<file path="src/rtl/nn_bus_pkg.sv">
// Shared types and constants for the NN bus arbiter.
// Holds the bus widths, direction codes and arbiter state encoding.
package nn_bus_pkg;

    localparam int ADDR_W = 20;
    localparam int DATA_W = 32;

    localparam logic RW_WRITE = 1'b1;
    localparam logic RW_READ  = 1'b0;

    typedef enum logic {
        IDLE,
        ISSUE
    } nn_arb_state_t;

endpackage

</file>
<file path="src/rtl/nn_rd_tag_fifo.sv">
// Tag FIFO remembering which requester issued each outstanding read.
// Push and pop may happen together, even when full.
module nn_rd_tag_fifo
    import nn_bus_pkg::*;
#(
    parameter int DEPTH = 4,
    parameter int TAG_W = 2,
    localparam int PW   = $clog2(DEPTH)
) (
    input  logic             clk,
    input  logic             rst_n,
    input  logic             push_i,
    input  logic [TAG_W-1:0] tag_i,
    input  logic             pop_i,
    output logic [TAG_W-1:0] tag_o,
    output logic             full_o,
    output logic             empty_o,
    output logic [PW:0]      count_o
);

    logic [TAG_W-1:0] mem_q [DEPTH];
    logic [PW-1:0]    wptr_q;
    logic [PW-1:0]    rptr_q;
    logic [PW:0]      cnt_q;
    logic             do_push;
    logic             do_pop;

    assign full_o  = (cnt_q == (PW+1)'(DEPTH));
    assign empty_o = (cnt_q == '0);
    assign count_o = cnt_q;
    assign tag_o   = mem_q[rptr_q];
    assign do_pop  = pop_i & ~empty_o;
    assign do_push = push_i & (~full_o | do_pop);

    // Tag storage; contents are meaningless while not counted.
    always_ff @(posedge clk) begin
        if (do_push) begin
            mem_q[wptr_q] <= tag_i;
        end
    end

    // Pointer and occupancy bookkeeping.
    always_ff @(posedge clk or negedge rst_n) begin
        if (!rst_n) begin
            wptr_q <= '0;
            rptr_q <= '0;
            cnt_q  <= '0;
        end else begin
            if (do_push) begin
                wptr_q <= wptr_q + 1'b1;
            end
            if (do_pop) begin
                rptr_q <= rptr_q + 1'b1;
            end
            unique case ({do_push, do_pop})
                2'b10:   cnt_q <= cnt_q + 1'b1;
                2'b01:   cnt_q <= cnt_q - 1'b1;
                default: cnt_q <= cnt_q;
            endcase
        end
    end

endmodule

</file>
<file path="src/rtl/nn_bus_arbiter.sv">
// Round-robin arbiter sharing one NN block bus among requesters.
// Read responses are routed back in issue order via a tag FIFO.
module nn_bus_arbiter
    import nn_bus_pkg::*;
#(
    parameter int NREQ     = 4,
    parameter int ADDR_W   = nn_bus_pkg::ADDR_W,
    parameter int DATA_W   = nn_bus_pkg::DATA_W,
    parameter int RD_DEPTH = 4,
    localparam int TAG_W   = (NREQ > 1) ? $clog2(NREQ) : 1,
    localparam int CW      = $clog2(RD_DEPTH) + 1
) (
    input  logic                   clk,
    input  logic                   reset,
    input  logic [NREQ-1:0]        req_i,
    input  logic [NREQ-1:0]        rw_i,
    input  logic [NREQ*ADDR_W-1:0] addr_i,
    input  logic [NREQ*DATA_W-1:0] wdata_i,
    output logic [NREQ-1:0]        ack_o,
    output logic [NREQ-1:0]        rvalid_o,
    output logic [DATA_W-1:0]      rdata_o,
    output logic                   RW,
    output logic                   sel,
    output logic [ADDR_W-1:0]      addr,
    output logic [DATA_W-1:0]      din,
    input  logic [DATA_W-1:0]      dout,
    input  logic                   bus_stop,
    input  logic                   pushout,
    output logic [CW-1:0]          rd_outstanding_o,
    output logic                   err_o
);

    nn_arb_state_t     state_q, state_d;
    logic [TAG_W-1:0]  rr_q, rr_d;
    logic [TAG_W-1:0]  owner_q, owner_d;
    logic              rw_q, rw_d;
    logic [ADDR_W-1:0] addr_q, addr_d;
    logic [DATA_W-1:0] din_q, din_d;
    logic [NREQ-1:0]   rvalid_q, rvalid_d;
    logic [DATA_W-1:0] rdata_q, rdata_d;
    logic              err_q, err_d;

    logic              rd_full;
    logic              rd_empty;
    logic [TAG_W-1:0]  rd_tag;
    logic              push;
    logic              pop;
    logic [NREQ-1:0]   elig;
    logic [TAG_W:0]    pick;
    logic [TAG_W-1:0]  widx;

    // First set bit of el at or after ptr, wrapping; MSB flags a hit.
    function automatic logic [TAG_W:0] rr_pick(
        input logic [NREQ-1:0]  el,
        input logic [TAG_W-1:0] ptr
    );
        logic [TAG_W:0] r;
        int j;
        r = '0;
        for (int i = NREQ - 1; i >= 0; i--) begin
            j = (int'(ptr) + i) % NREQ;
            if (el[j]) begin
                r = {1'b1, TAG_W'(j)};
            end
        end
        return r;
    endfunction

    assign elig = req_i & ~(~rw_i & {NREQ{rd_full}});
    assign pick = rr_pick(elig, rr_q);
    assign widx = pick[TAG_W-1:0];
    assign pop  = pushout & ~rd_empty;

    // Arbitration and bus-ownership FSM.
    always_comb begin
        state_d = state_q;
        rr_d    = rr_q;
        owner_d = owner_q;
        rw_d    = rw_q;
        addr_d  = addr_q;
        din_d   = din_q;
        push    = 1'b0;
        ack_o   = '0;
        unique case (state_q)
            IDLE: begin
                if (pick[TAG_W]) begin
                    state_d = ISSUE;
                    owner_d = widx;
                    rw_d    = rw_i[widx];
                    addr_d  = addr_i[int'(widx)*ADDR_W +: ADDR_W];
                    din_d   = wdata_i[int'(widx)*DATA_W +: DATA_W];
                end
            end
            ISSUE: begin
                if (!bus_stop) begin
                    ack_o   = NREQ'(1) << owner_q;
                    state_d = IDLE;
                    push    = (rw_q == RW_READ);
                    if (owner_q == TAG_W'(NREQ - 1)) begin
                        rr_d = '0;
                    end else begin
                        rr_d = owner_q + 1'b1;
                    end
                end
            end
            default: state_d = IDLE;
        endcase
    end

    // Response routing and sticky error flag.
    always_comb begin
        rvalid_d = '0;
        rdata_d  = rdata_q;
        err_d    = err_q;
        if (pop) begin
            rvalid_d = NREQ'(1) << rd_tag;
            rdata_d  = dout;
        end else if (pushout) begin
            err_d = 1'b1;
        end
    end

    // State registers.
    always_ff @(posedge clk or negedge reset) begin
        if (!reset) begin
            state_q  <= IDLE;
            rr_q     <= '0;
            owner_q  <= '0;
            rw_q     <= 1'b0;
            addr_q   <= '0;
            din_q    <= '0;
            rvalid_q <= '0;
            rdata_q  <= '0;
            err_q    <= 1'b0;
        end else begin
            state_q  <= state_d;
            rr_q     <= rr_d;
            owner_q  <= owner_d;
            rw_q     <= rw_d;
            addr_q   <= addr_d;
            din_q    <= din_d;
            rvalid_q <= rvalid_d;
            rdata_q  <= rdata_d;
            err_q    <= err_d;
        end
    end

    assign sel      = (state_q == ISSUE);
    assign RW       = rw_q;
    assign addr     = addr_q;
    assign din      = din_q;
    assign rvalid_o = rvalid_q;
    assign rdata_o  = rdata_q;
    assign err_o    = err_q;

    nn_rd_tag_fifo #(
        .DEPTH (RD_DEPTH),
        .TAG_W (TAG_W)
    ) u_tags (
        .clk     (clk),
        .rst_n   (reset),
        .push_i  (push),
        .tag_i   (owner_q),
        .pop_i   (pop),
        .tag_o   (rd_tag),
        .full_o  (rd_full),
        .empty_o (rd_empty),
        .count_o (rd_outstanding_o)
    );

endmodule

</file>
<file path="config.mk">
export PLATFORM = sky130hd
export DESIGN_NAME = nn_bus_arbiter
export DESIGN_NICKNAME = d
export VERILOG_FILES = /design/src/rtl/nn_bus_pkg.sv /design/src/rtl/nn_rd_tag_fifo.sv /design/src/rtl/nn_bus_arbiter.sv
export SDC_FILE = /design/constraint.sdc
export NUM_CORES = 1
export LEC_CHECK = 0
export ABC_AREA = 1
export BUFFER_PORTS_ARGS = -buffer_cell sky130_fd_sc_hd__buf_2
export CORE_AREA = 2 2 135 137
export DETAILED_ROUTE_END_ITERATION = 12
export DIE_AREA = 0 0 137 139
export PLACE_DENSITY = 0.73
export SLEW_MARGIN = 20
export SYNTH_ARGS = -nofsm -noshare
export SYNTH_HDL_FRONTEND = slang
export SYNTH_HIERARCHICAL = 1
export SYNTH_SLANG_ARGS = --single-unit
export TNS_END_PERCENT = 5
</file>
<file path="constraint.sdc">
create_clock -name clk -period 3.82 [get_ports clk]
set_clock_uncertainty 0.2 [all_clocks]
set_input_delay 0.955 -clock clk [delete_from_list [all_inputs] [get_ports clk]]
set_output_delay 0.955 -clock clk [all_outputs]
set_load 0.01 [all_outputs]
</file>
==> results.yml <==
run_status:
  status: "finished clean"
pwr:
  max-vdd-ir-drop_v: 0.000506
  p_leak_nw: 5.42
  cellPowerDensity_nw_per_um2: 885
  total_power_w: 0.00794
critical_path:
  critical_path_capture_point_type: "register"
  r2r-start: "u_tags/count_o[2]"
  worstSetupStartpointType: "register"
  critical_path_arrival_ps: 2980
  timing.rr.end: "addr[11]"
  worst-setup-path-type: "reg2reg"
  worst-endpoint-required_ps: 3850
  r2r.worst_path.cells: 15
  worstPathMaxFanout: 67
  rrSetupSlack_ps: 860
global_route:
  grt_antenna_before_repair: 3
  grt_max_degree: 68
  grt.total_usage_pct: 20.6
  global_route.overflow_total: 0
  number_of_global_route_vias_before_repair: 6433
  grt_first_pass_wirelength_um: 31300
die:
  placement_rows: 49
  core_region_area_sq_um: 17700
  die_width_um: 137
  die_height_um: 139
  initial_utilization_pct: 38.6
  boundaryPins: 350
  die_outline_area_sq_um: 19000
logic_synthesis:
  syn_nets: 1244
  asyncSetResetFlopFracSynth_pct: 92.7
  synth_most_common_cell: "sky130_fd_sc_hd__nand2_1"
  top_cells_by_instance_count_after_synthesis: "353 x sky130_fd_sc_hd__nand2_1, 174 x sky130_fd_sc_hd__inv_1, 158 x sky130_fd_sc_hd__nand3_1"
  synthesis.area_sq_um: 6820
  synth_top_cells_by_area: "sky130_fd_sc_hd__dfrtp_1 37%, sky130_fd_sc_hd__nand2_1 19%, sky130_fd_sc_hd__nand3_1 12%"
  synth_largest_area_cell: "sky130_fd_sc_hd__dfrtp_1"
  synth_ff_type: "sky130_fd_sc_hd__dfrtp_1"
  sequential_to_total_area_share_from_yosys_stat_pct: 41.0
  number_of_synthesized_register_bits: 110
  postSynthAreaPerCell_sq_um: 6.94
  count_of_flip_flops_with_a_built_in_enable_after_synthesis: 8
  netlist-cell-type-count: 33
  yosysWarningCount: 6
  post_synth_inst_count: 982
  synth_top_area_share_pct: 37.5
clock_network:
  numCtsBuffers: 9
  htree_num_levels: 3
  tritoncts: "done"
  cts_post_setup_buffers_inserted: 0
  cts_root_buffer: "sky130_fd_sc_hd__clkbuf_16"
  numClockSinks: 110
  clock_latency_of_the_later_clocked_register_in_the_worst_skew_pair_ps: 350
  ctsLongestPathBuffers: 2
  cts_resized: 0
  clkTransAtPathRegs_ps: 80
  post_cts_hold_buffer_count: 0
finish:
  final_layout_size_suffix_gt1_share_pct: 31.9
  synthToLayoutAreaGrowth_pct: 31.5
  layout.nets: 1565
min_path:
  worst_hold_startpoint: "err_o"
  worstHoldPathCells: 1
  min_delay_worst_endpoint: "err_o"
  worst_hold_path_class: "reg2reg"
sta:
  time_the_final_worst_path_needs_with_i_o_delays_and_setup_ps: 2960
  slew-limit-headroom_pct: 59.9
  final-max-slew-violation-count: 0
  achievable-frequency_mhz: 338
  worst_pin_slew_ps: 600
  period_share_pct: 77.5
  finalSetupTns_ps: 0
  grt_setup_unrepaired: "no"
  final_hold_viol_count: 0
  setup_violations: 0
placed_design:
  global_placement_routability_congestion: 0.922
  dp_hpwl_um: 15900
  port_buffers: 349
drt:
  met3_wirelength_um: 1760
  viasPerCell: 4.62
  detailedRoute.firstIterationViolations: 302
  detail_route.first_pass.iterations: 4
  via_count: 7101
  total_wire_length_after_detailed_routing_um: 20500
  routed_wire_length_per_instance_um: 13.3
  routed_length_on_met1_um: 8510
  maxUsedRoutingLayer: "met5"
  remaining_drc_errors: 0
  antenna_violating_nets_post_route: 0
  met2_length_um: 9890
job:
  timing.max_cap.violations: 0
## where the power goes
part | internal, W | leakage (nW) | total, W | switching, W
Clock | 0.000460 | 0.146 | 0.000923 | 0.000463
Sequential | 0.00174 | 1.32 | 0.00207 | 0.000330
Combinational | 0.00179 | 3.95 | 0.00494 | 0.00316
## cell families (layout without fill, tap and decap cells)
group | after synthesis | after routing | synth area share [%]
DFF | 110 | 110 | 41.0
other | 0 | 1 | 0
AOI/OAI and AO/OA | 51 | 51 | 5.07
and+or+nand+nor | 579 | 579 | 37.0
buffers and inverters | 230 | 556 | 14.7
xor gates and xnor gates | 2 | 2 | 0.367
adders and majority gates | 10 | 10 | 1.95
## worst max path at each step
stage,cells past startpoint,end,start
floorplan,10,u_tags/count_o[1],pushout
global placement,17,din[23],rw_i[2]
detailed placement,17,din[23],rw_i[2]
CTS,15,addr[7],u_tags/count_o[2]
global route,18,din[13],u_tags/count_o[2]
finish,15,addr[11],u_tags/count_o[2]
## per-layer routing
| metal | vias to the layer above | global-route usage (%) |
|---|---|---|
| met5 | - | 0 |
| met2 | 297 | 35.6 |
| li1 | 3647 | - |
| met4 | 2 | 5.64 |
| met3 | 20 | 4.39 |
| met1 | 3135 | 25.9 |
## worst max-delay path, stage by stage, from the launching register on
cell	delay [ps]
sky130_fd_sc_hd__dfrtp_1	410
sky130_fd_sc_hd__inv_1	100
sky130_fd_sc_hd__nor3_1	380
sky130_fd_sc_hd__nand2_1	130
sky130_fd_sc_hd__nand3_1	130
sky130_fd_sc_hd__nand2_1	110
sky130_fd_sc_hd__nand2_1	70
sky130_fd_sc_hd__nand2_1	50
sky130_fd_sc_hd__inv_1	80
sky130_fd_sc_hd__nand2_1	50
sky130_fd_sc_hd__nand2_1	110
sky130_fd_sc_hd__nand2_4	240
sky130_fd_sc_hd__buf_12	280
sky130_fd_sc_hd__or2_2	300
sky130_fd_sc_hd__nand3_1	90
sky130_fd_sc_hd__nand3_1	80
## stage by stage
stage	area (sq um)	worst slack (ps)	util [%]	std cells	hold slack, ps
after detailed placement	8670	693	49.1	1521	245
final	8960	861	50.8	1538	267
after global placement	8670	749	49.1	1521	236
after floorplan	6820	865	-	982	264
after CTS	8960	845	50.8	1537	265
after global routing	8960	558	50.8	1538	283
## final cells by class
type | count | area [sq um]
Clock inverter | 7 | 65.1
Antenna cell | 1 | 2.50
Inverter | 179 | 672
Timing Repair Buffer | 361 | 1890
Sequential cell | 110 | 2790
Clock buffer | 9 | 225
Multi-Input combinational cell | 642 | 3030
Fill cell | 1789 | 8690
Tap cell | 229 | 287
## placed cells by master, fill, tap and decap left out, types with 3 or more instances in the layout
| cell type | synthesis | routed |
|---|---|---|
| sky130_fd_sc_hd__a21oi_1 | 3 | 3 |
| sky130_fd_sc_hd__buf_12 | 0 | 4 |
| sky130_fd_sc_hd__buf_2 | 16 | 348 |
| sky130_fd_sc_hd__buf_4 | 16 | 9 |
| sky130_fd_sc_hd__clkbuf_16 | 0 | 9 |
| sky130_fd_sc_hd__dfrtp_1 | 102 | 102 |
| sky130_fd_sc_hd__edfxtp_1 | 8 | 8 |
| sky130_fd_sc_hd__ha_1 | 9 | 9 |
| sky130_fd_sc_hd__inv_1 | 174 | 174 |
| sky130_fd_sc_hd__inv_2 | 4 | 4 |
| sky130_fd_sc_hd__inv_6 | 0 | 3 |
| sky130_fd_sc_hd__nand2_1 | 353 | 352 |
| sky130_fd_sc_hd__nand3_1 | 158 | 158 |
| sky130_fd_sc_hd__nor2_1 | 19 | 18 |
| sky130_fd_sc_hd__nor3_1 | 5 | 5 |
| sky130_fd_sc_hd__o211ai_1 | 35 | 35 |
| sky130_fd_sc_hd__o21ai_0 | 9 | 9 |
| sky130_fd_sc_hd__o21ai_1 | 3 | 3 |
| sky130_fd_sc_hd__or2_1 | 9 | 9 |
| sky130_fd_sc_hd__or2_2 | 25 | 25 |
## state kept, by name (all words and copies together), names as in the netlist
signal and cells:
RW 1, addr 20, din 32, err_o 1, owner_q 2, rdata_o 32
rr_q 2, rvalid_o 4, sel 1, u_tags/count_o 3, u_tags/mem_q 8, u_tags/rptr_q 2
u_tags/wptr_q 2
No activity file was read; power rests on OpenSTA's default activity.
